<file path="config.mk">
export PLATFORM = sky130hd
export DESIGN_NAME = calc1_responder
export DESIGN_NICKNAME = d
export VERILOG_FILES = /design/src/rtl/calc1_pkg.sv /design/src/rtl/calc1_alu.sv /design/src/rtl/calc1_responder.sv
export SDC_FILE = /design/constraint.sdc
export NUM_CORES = 1
export LEC_CHECK = 0
export CAP_MARGIN = 20
export CORE_ASPECT_RATIO = 0.9
export CORE_MARGIN = 3
export CORE_UTILIZATION = 50
export CTS_BUF_LIST = sky130_fd_sc_hd__clkbuf_2 sky130_fd_sc_hd__clkbuf_4 sky130_fd_sc_hd__clkbuf_8
export DETAILED_ROUTE_END_ITERATION = 8
export PLACE_DENSITY = 0.74
export SYNTH_ARGS = -nofsm -noshare
export SYNTH_HDL_FRONTEND = slang
export SYNTH_SLANG_ARGS = --single-unit
</file>
<file path="constraint.sdc">
create_clock -name c_clk -period 8.8 [get_ports c_clk]
set_input_delay 1.76 -clock c_clk [delete_from_list [all_inputs] [get_ports c_clk]]
set_output_delay 1.76 -clock c_clk [all_outputs]
set_load 0.02 [all_outputs]
</file>
<file path="src/rtl/calc1_pkg.sv">
// Shared encodings for the calc1 responder: commands, response codes, FSM states
// and the default response latency.
package calc1_pkg;

  localparam int DEFAULT_RESP_LATENCY = 3;

  localparam logic [3:0] CMD_NONE = 4'd0;
  localparam logic [3:0] CMD_ADD  = 4'd1;
  localparam logic [3:0] CMD_SUB  = 4'd2;
  localparam logic [3:0] CMD_SHL  = 4'd5;
  localparam logic [3:0] CMD_SHR  = 4'd6;

  localparam logic [1:0] RESP_NONE = 2'b00;
  localparam logic [1:0] RESP_OK   = 2'b01;
  localparam logic [1:0] RESP_OVF  = 2'b10;
  localparam logic [1:0] RESP_INV  = 2'b11;

  typedef enum logic [1:0] {
    ST_IDLE = 2'd0,
    ST_OP2  = 2'd1,
    ST_EXEC = 2'd2,
    ST_RESP = 2'd3
  } state_t;

endpackage

</file>
<file path="src/rtl/calc1_alu.sv">
// Combinational datapath: turns a captured command and its two operands into
// a result word and response code.
module calc1_alu
  import calc1_pkg::*;
(
  input  logic [3:0]  i_cmd,
  input  logic [31:0] i_op1,
  input  logic [31:0] i_op2,
  output logic [31:0] o_result,
  output logic [1:0]  o_resp
);

  logic [32:0] w_sum;

  assign w_sum = {1'b0, i_op1} + {1'b0, i_op2};

  always_comb begin
    o_result = 32'd0;
    o_resp   = RESP_INV;
    case (i_cmd)
      CMD_ADD: begin
        if (w_sum[32]) begin
          o_resp = RESP_OVF;
        end else begin
          o_resp   = RESP_OK;
          o_result = w_sum[31:0];
        end
      end
      CMD_SUB: begin
        if (i_op2 > i_op1) begin
          o_resp = RESP_OVF;
        end else begin
          o_resp   = RESP_OK;
          o_result = i_op1 - i_op2;
        end
      end
      // Shift amount is the low five bits of operand 2; upper bits are ignored.
      CMD_SHL: begin
        o_resp   = RESP_OK;
        o_result = i_op1 << i_op2[4:0];
      end
      CMD_SHR: begin
        o_resp   = RESP_OK;
        o_result = i_op1 >> i_op2[4:0];
      end
      default: begin
        o_resp   = RESP_INV;
        o_result = 32'd0;
      end
    endcase
  end

endmodule

</file>
<file path="src/rtl/calc1_responder.sv">
// Two-cycle command/operand capture, fixed-latency execute and a one-cycle
// registered response.
//   state | meaning
//   IDLE  | waiting for a nonzero command; captures command and operand 1
//   OP2   | captures operand 2, loads the latency down-counter
//   EXEC  | counting down; result is registered on the last count
//   RESP  | response and result on the outputs for one cycle
module calc1_responder
  import calc1_pkg::*;
#(
  parameter int RESP_LATENCY = DEFAULT_RESP_LATENCY
) (
  input  logic        c_clk,
  input  logic        reset_n,
  input  logic [0:3]  cmd_in,
  input  logic [0:31] data_in,
  output logic [0:1]  out_resp,
  output logic [0:31] out_data
);

  state_t      r_state;
  state_t      w_next_state;
  logic [3:0]  r_cmd;
  logic [31:0] r_op1;
  logic [31:0] r_op2;
  logic [3:0]  r_cnt;
  logic [1:0]  r_resp;
  logic [31:0] r_data;
  logic [31:0] w_alu_result;
  logic [1:0]  w_alu_resp;
  logic [3:0]  w_cmd_in;

  assign w_cmd_in = cmd_in;

  calc1_alu u_alu (
    .i_cmd    (r_cmd),
    .i_op1    (r_op1),
    .i_op2    (r_op2),
    .o_result (w_alu_result),
    .o_resp   (w_alu_resp)
  );

  always_comb begin
    w_next_state = r_state;
    case (r_state)
      ST_IDLE: if (w_cmd_in != CMD_NONE) w_next_state = ST_OP2;
      ST_OP2:  w_next_state = ST_EXEC;
      // Counter starts at RESP_LATENCY-1, so leaving on count 1 puts RESP
      // exactly RESP_LATENCY cycles after the operand-2 cycle.
      ST_EXEC: if (r_cnt <= 4'd1) w_next_state = ST_RESP;
      ST_RESP: w_next_state = ST_IDLE;
      default: w_next_state = ST_IDLE;
    endcase
  end

  always_ff @(posedge c_clk or negedge reset_n) begin
    if (!reset_n) begin
      r_state <= ST_IDLE;
      r_cmd   <= CMD_NONE;
      r_op1   <= 32'd0;
      r_op2   <= 32'd0;
      r_cnt   <= 4'd0;
      r_resp  <= RESP_NONE;
      r_data  <= 32'd0;
    end else begin
      r_state <= w_next_state;
      case (r_state)
        ST_IDLE: begin
          if (w_cmd_in != CMD_NONE) begin
            r_cmd <= w_cmd_in;
            r_op1 <= data_in;
          end
        end
        ST_OP2: begin
          r_op2 <= data_in;
          r_cnt <= 4'(RESP_LATENCY - 1);
        end
        ST_EXEC: begin
          r_cnt <= r_cnt - 4'd1;
          if (w_next_state == ST_RESP) begin
            r_resp <= w_alu_resp;
            r_data <= w_alu_result;
          end
        end
        ST_RESP: begin
          r_resp <= RESP_NONE;
          r_data <= 32'd0;
        end
        default: begin
          r_resp <= RESP_NONE;
          r_data <= 32'd0;
        end
      endcase
    end
  end

  assign out_resp = r_resp;
  assign out_data = r_data;

endmodule

</file>
==> impl_metrics.env, run 1 <==
export IMPL_endpoint_kind="flip-flop"
export IMPL_final_net_count=1552
export IMPL_grt_max_degree=65
export IMPL_io_pins=72
export IMPL_finalCriticalPeriod_ns=4.54
export IMPL_hold_viol=0
export IMPL_max_stage_delay_ns=0.87
export IMPL_syn_inst=1444
export IMPL_dieArea_um2=24700
export IMPL_cts_repair_resized=0
export IMPL_gr_usage_all_layers_pct=35.0
export IMPL_root_buffer="clkbuf_8"
export IMPL_start_kind="primary input"
export IMPL_tightest_slew_ns=1.01
export IMPL_cts_hold_buf=0
export IMPL_finalSetupTns_ns=0
export IMPL_ant_nets=0
export IMPL_drv_slew=0
export IMPL_syn_nets=1556
export IMPL_clock_path_buffers=2
export IMPL_fin_crit_sh_pct=51.6
export IMPL_grt_ovfl_total=0
export IMPL_cts_tree="built"
export IMPL_slew_headroom_pct=32.4
export IMPL_coreArea_um2=22000
export IMPL_place_hpwl_um=33100
export IMPL_antenna_found_initial=0
export IMPL_clkLatencyLatePin_ns=0.41
export IMPL_route_met2_wl_um=18300
export IMPL_grt_pass1_wl_um=66300
export IMPL_antennaDiodeCount=0
export IMPL_cts_htree_levels=3
export IMPL_synth_area_per_cell_um2=7.91
export IMPL_dr_wl_met3_um=4100
export IMPL_clk_pin_slew_ns=0.12
export IMPL_io_buffers=71
export IMPL_worstPathCellList="clkdlybuf4s50_1 > o41ai_4 > buf_4 > o41ai_1 > nor2_1 > nor3_1 > and2_1 > o211ai_1 > o221a_2 > o21ai_1"
export IMPL_numCtsBuffers=9
export IMPL_globalplace_congestion=1.03
export IMPL_setup_viol=0
export IMPL_drive_above_1_share_pct=9.20
export IMPL_required_ns=9.13
export IMPL_dr_max_layer_used="met4"
export IMPL_crit_arrival_ns=4.87
export IMPL_met1_length_um=20100
export IMPL_grt_pass1_vias=10700
export IMPL_nFillCells=2113
export IMPL_vias=11800
export IMPL_fp_row_count=51
export IMPL_area_delta_synth_final_pct=8.51
export IMPL_die_x_um=165
export IMPL_cap_violations=0
export IMPL_ys_types=89
export IMPL_status="finished clean"
export IMPL_synth_seq_area_share_pct=23.7
export IMPL_critPathSlowestCell="and2_1"
export IMPL_clock_sinks=108
export IMPL_synth_edf_count=0
export IMPL_synth_flop_cell="dfrtp_1"
export IMPL_hp_class="reg2reg"
export IMPL_rsz0062_at_grt="false"
export IMPL_drt_iter0_drc=1566
export IMPL_netlist_area_um2=11400
export IMPL_post_drt_via_cell_ratio=6.81
export IMPL_fin_util_pct=56.3
export IMPL_yosysWarnings=0
export IMPL_post_cts_setup_buffers=0
export IMPL_drt_total_wl_um=43700
export IMPL_cp_max_fo=37
export IMPL_max_freq_mhz=220
export IMPL_die_h_um=149
export IMPL_firstDrtPassIters=6
export IMPL_wire_per_inst_um=25.2
export IMPL_ys_ff_latch=108
export IMPL_drc=0
export IMPL_initial_core_util_pct=51.9
export IMPL_async_flop_share_pct=100
export IMPL_critPathKind="in2reg"
export IMPL_skew_ns=0.0205
[metrics by stage]
stage / cell area, um^2 / std cells / worst slack [ns] / hold slack, ns
floorplan: 11400 / 1444 / 4.98 / 0.452
global placement: 12200 / 1719 / 3.94 / 0.474
detailed placement: 12200 / 1719 / 3.82 / 0.480
CTS: 12400 / 1735 / 4.24 / 0.503
global route: 12400 / 1736 / 3.93 / 0.529
finish: 12400 / 1736 / 4.26 / 0.497
[path summary, 6_finish.rpt]
check,slack [ns],cells after the start,start,end
worst max-delay path,4.26,10,cmd_in[1],out_data[0]$_DFFE_PN0P_
worst min register to register,0.50,2,out_data[23]$_DFFE_PN0P_,out_data[23]$_DFFE_PN0P_
max in group asynchronous,6.16,2,reset_n,out_data[26]$_DFFE_PN0P_
worst max register to register,4.38,13,r_op2[2]$_DFFE_PN0N_,out_data[21]$_DFFE_PN0P_
worst min-delay path,0.50,2,out_data[23]$_DFFE_PN0P_,out_data[23]$_DFFE_PN0P_
min in group asynchronous,1.40,1,reset_n,r_op2[0]$_DFFE_PN0N_
[area by class of cell]
type / instances / area, um^2 / share of cell area (%)
clock inverter: 6 / 51.3 / 0.414
sequential: 108 / 2710 / 21.8
multi-input combinational: 1161 / 8030 / 64.8
tap: 291 / 364 / 2.94
clock buffer: 10 / 131 / 1.06
timing repair buffer: 87 / 841 / 6.78
inverter: 73 / 274 / 2.21
[metal layers]
| layer | vias up | global-route usage (%) |
|---|---|---|
| li1 | 5387 | - |
| met1 | 5707 | 52.8 |
| met2 | 662 | 51.3 |
| met3 | 74 | 6.80 |
| met4 | 0 | 8.65 |
| met5 | - | 0 |
[sequential cells by signal (all words and copies together), names as in the netlist]
register  flops
out_data     32
r_op1        32
r_op2        32
r_cmd         4
r_cnt         4
out_resp      2
r_state       2
[kinds of logic (layout without fill, tap and decap cells)]
logic type | count (synthesis) | count (layout) | share of synthesized area, %
AND/OR/NAND/NOR | 450 | 450 | 18.7
XOR/XNOR | 11 | 11 | 0.843
adder cells (fa/ha/maj) | 74 | 74 | 8.24
multiplexers | 124 | 124 | 12.6
flip-flops | 108 | 108 | 23.7
AO/OA/AOI/OAI | 502 | 502 | 29.7
buffers and inverters | 175 | 176 | 6.25
[worst max-delay path: cells and delay by family]
| family | cells | cell delay, ns |
|---|---|---|
| simple gates | 3 | 1.40 |
| compound gates | 5 | 0.88 |
| buf+inv | 2 | 0.82 |
[cells in the final DEF, fill, tap and decap left out, types with 13 or more instances in the layout]
cell               n
a211oi_1          28
mux2i_1           55
a22oi_1           16
buf_4             16
o21ai_1           13
mux2_2            59
nand4_1           15
o22ai_1           22
a21oi_1          124
nand3_1           30
ha_1              71
nand2b_1          14
a221o_1           15
inv_1             67
clkdlybuf4s50_1   70
nor3_1            30
dfrtp_1          106
nor2_1           111
nor2b_1           16
o211ai_1          19
o21ai_0           99
nand2_1          159
a21o_1            17
[cell usage after synthesis (all sizes together) (11+ instances only)]
| library cell | count | share of area [%] |
|---|---|---|
| o221ai | 11 | 0.84 |
| a221oi | 12 | 1.0 |
| nor2b | 16 | 0.88 |
| a211oi | 30 | 2.1 |
| o31ai | 11 | 0.72 |
| a21o | 17 | 1.1 |
| nand2 | 159 | 5.2 |
| nor2 | 111 | 3.6 |
| dfrtp | 108 | 24 |
| a31oi | 12 | 0.66 |
| o22ai | 22 | 1.2 |
| or3 | 11 | 0.65 |
| nand4 | 15 | 0.82 |
| o21ai | 112 | 4.9 |
| a22oi | 16 | 1.1 |
| nand3 | 31 | 1.4 |
| buf | 39 | 1.8 |
| mux2 | 59 | 5.8 |
| a21oi | 125 | 5.5 |
| o211ai | 20 | 1.4 |
| mux2i | 55 | 4.8 |
| and3 | 13 | 0.76 |
| nand2b | 15 | 0.89 |
| inv | 70 | 2.3 |
| nor3 | 30 | 1.3 |
| clkbuf | 63 | 2.1 |
| ha | 72 | 7.9 |
| a221o | 15 | 1.3 |
Power of run 1 is not shown: default switching activity piles up to over one toggle a cycle in this logic, so the estimate is an artifact.
==> inputs of run 2 (changes only) <==
==> constraint.sdc (replaced) <==
create_clock -name c_clk -period 4.46 [get_ports c_clk]
set_input_delay 0.892 -clock c_clk [delete_from_list [all_inputs] [get_ports c_clk]]
set_output_delay 0.892 -clock c_clk [all_outputs]
set_load 0.02 [all_outputs]
==> run 2 against run 1 <==
Setup slack got worse by 3.7 ns. Sequential share of layout area down 0.19 points. First-iteration DRC count is 22% higher. Via count grew 0.90%. Wire length decreased by 2.7%. Flip-flop and latch count unchanged. Non-clock buffer count increased by 18. Final area up 0.88%. Utilization is 0.49 points higher.
==> impl_metrics.env, run 2 (synthesis results as in run 1) <==
export IMPL_status="finished clean"
export IMPL_critPathSlowestCell="dfrtp_4"
export IMPL_skew_ns=0.0154
export IMPL_ant_nets=0
export IMPL_tightest_slew_ns=0.894
export IMPL_cts_htree_levels=3
export IMPL_cts_tree="built"
export IMPL_clock_path_buffers=2
export IMPL_wire_per_inst_um=24.3
export IMPL_die_h_um=149
export IMPL_finalCriticalPeriod_ns=3.85
export IMPL_slew_headroom_pct=40.4
export IMPL_vias=11900
export IMPL_antennaDiodeCount=0
export IMPL_max_freq_mhz=259
export IMPL_cts_hold_buf=0
export IMPL_initial_core_util_pct=51.9
export IMPL_worstPathCellList="ha_1 > inv_1 > fa_1 > o21ba_1 > or4_4 > nand4b_1 > nand4b_1 > o21a_1 > nand3_2 > buf_4 > nor2_1 > a221oi_1 > a32oi_1"
export IMPL_firstDrtPassIters=6
export IMPL_clk_pin_slew_ns=0.11
export IMPL_grt_ovfl_total=0
export IMPL_required_ns=4.73
export IMPL_final_area_um2=12500
export IMPL_drc=0
export IMPL_cts_repair_resized=0
export IMPL_cp_max_fo=32
export IMPL_final_common_cell="nand2_1"
export IMPL_crit_buf_inv=2
export IMPL_finalSetupTns_ns=0
export IMPL_final_net_count=1570
export IMPL_drt_iter0_drc=1904
export IMPL_io_buffers=71
export IMPL_dieArea_um2=24700
export IMPL_drv_slew=0
export IMPL_drt_total_wl_um=42600
export IMPL_nFillCells=2148
export IMPL_area_delta_synth_final_pct=9.46
export IMPL_final_cell_mix="nand2_1, a21oi_1, nor2_1"
export IMPL_grt_pass1_vias=10700
export IMPL_die_x_um=165
export IMPL_max_stage_delay_ns=0.73
export IMPL_clkLatencyLatePin_ns=0.41
export IMPL_gr_usage_all_layers_pct=34.1
export IMPL_grt_pass1_wl_um=64700
export IMPL_io_pins=72
export IMPL_endpoint_kind="flip-flop"
export IMPL_whs_ns=0.495
export IMPL_globalplace_congestion=1.05
export IMPL_drive_above_1_share_pct=10.3
export IMPL_hp_class="in2async"
export IMPL_fin_crit_sh_pct=86.4
export IMPL_place_hpwl_um=32300
export IMPL_placed_cell_area_um2=12300
export IMPL_fin_util_pct=56.8
export IMPL_root_buffer="clkbuf_8"
export IMPL_critPathKind="reg2reg"
export IMPL_start_kind="flip-flop"
export IMPL_worst_path_most_repeated_cell="nand4b_1"
export IMPL_grt_max_degree=66
export IMPL_numCtsBuffers=9
export IMPL_post_cts_setup_buffers=0
export IMPL_post_drt_via_cell_ratio=6.81
export IMPL_setup_viol=0
export IMPL_clock_sinks=108
export IMPL_crit_arrival_ns=4.13
export IMPL_fp_row_count=51
export IMPL_coreArea_um2=22000
export IMPL_cap_violations=0
export IMPL_hold_viol=0
export IMPL_cp_top_family="simple AND/OR/NAND/NOR gates"
export IMPL_rsz0062_at_grt="false"
export IMPL_antenna_found_initial=0
==> run 2: changes by cell type in the layout (fill, tap and decap cells not counted), sizes merged <==
| cell | previous run | this run |
|---|---|---|
| clkinvlp | 0 | 2 |
| buf | 17 | 35 |
| inv | 75 | 72 |
==> run 2: metrics by stage <==
| step | worst slack [ns] | std cells |
|---|---|---|
| 2_1_floorplan | 0.643 | 1444 |
| 3_3_place_gp | 0.727 | 1738 |
| 3_5_place_dp | 0.660 | 1738 |
| 4_1_cts | 0.632 | 1753 |
| 5_1_grt | 0.372 | 1753 |
| 6_report | 0.606 | 1753 |
==> run 2: routing by layer <==
| metal | part of all wire [%] | GRT usage [%] | wire [um] |
|---|---|---|---|
| met2 | 42 | 49.3 | 17700 |
| met5 | 0 | 0 | 0 |
| met4 | 3.8 | 11.4 | 1630 |
| met1 | 43 | 49.5 | 18200 |
| met3 | 12 | 8.33 | 5020 |
==> run 2: final timing paths <==
check	startpoint	to	slack, ns	depth (start not counted)
max	r_op2[0]$_DFFE_PN0N_	out_data[5]$_DFFE_PN0P_	0.61	13
min	reset_n	r_op1[2]$_DFFE_PN0P_	0.49	1
max in group asynchronous	reset_n	r_op2[22]$_DFFE_PN0N_	3.08	2
max reg2reg	r_op2[0]$_DFFE_PN0N_	out_data[5]$_DFFE_PN0P_	0.61	13
min reg2reg	out_data[24]$_DFFE_PN0P_	out_data[24]$_DFFE_PN0P_	0.51	2
min in group c_clk	out_data[24]$_DFFE_PN0P_	out_data[24]$_DFFE_PN0P_	0.51	2
==> run 2: cell type report <==
cell class	instances	area, um^2	area share (%)
timing repair buffer	105	963	7.70
clock inverter	5	37.5	0.300
sequential	108	2710	21.7
inverter	73	274	2.19
clock buffer	10	131	1.05
tap	291	364	2.91
multi-input combinational	1161	8030	64.2
Power of run 2 is left out for the same reason.
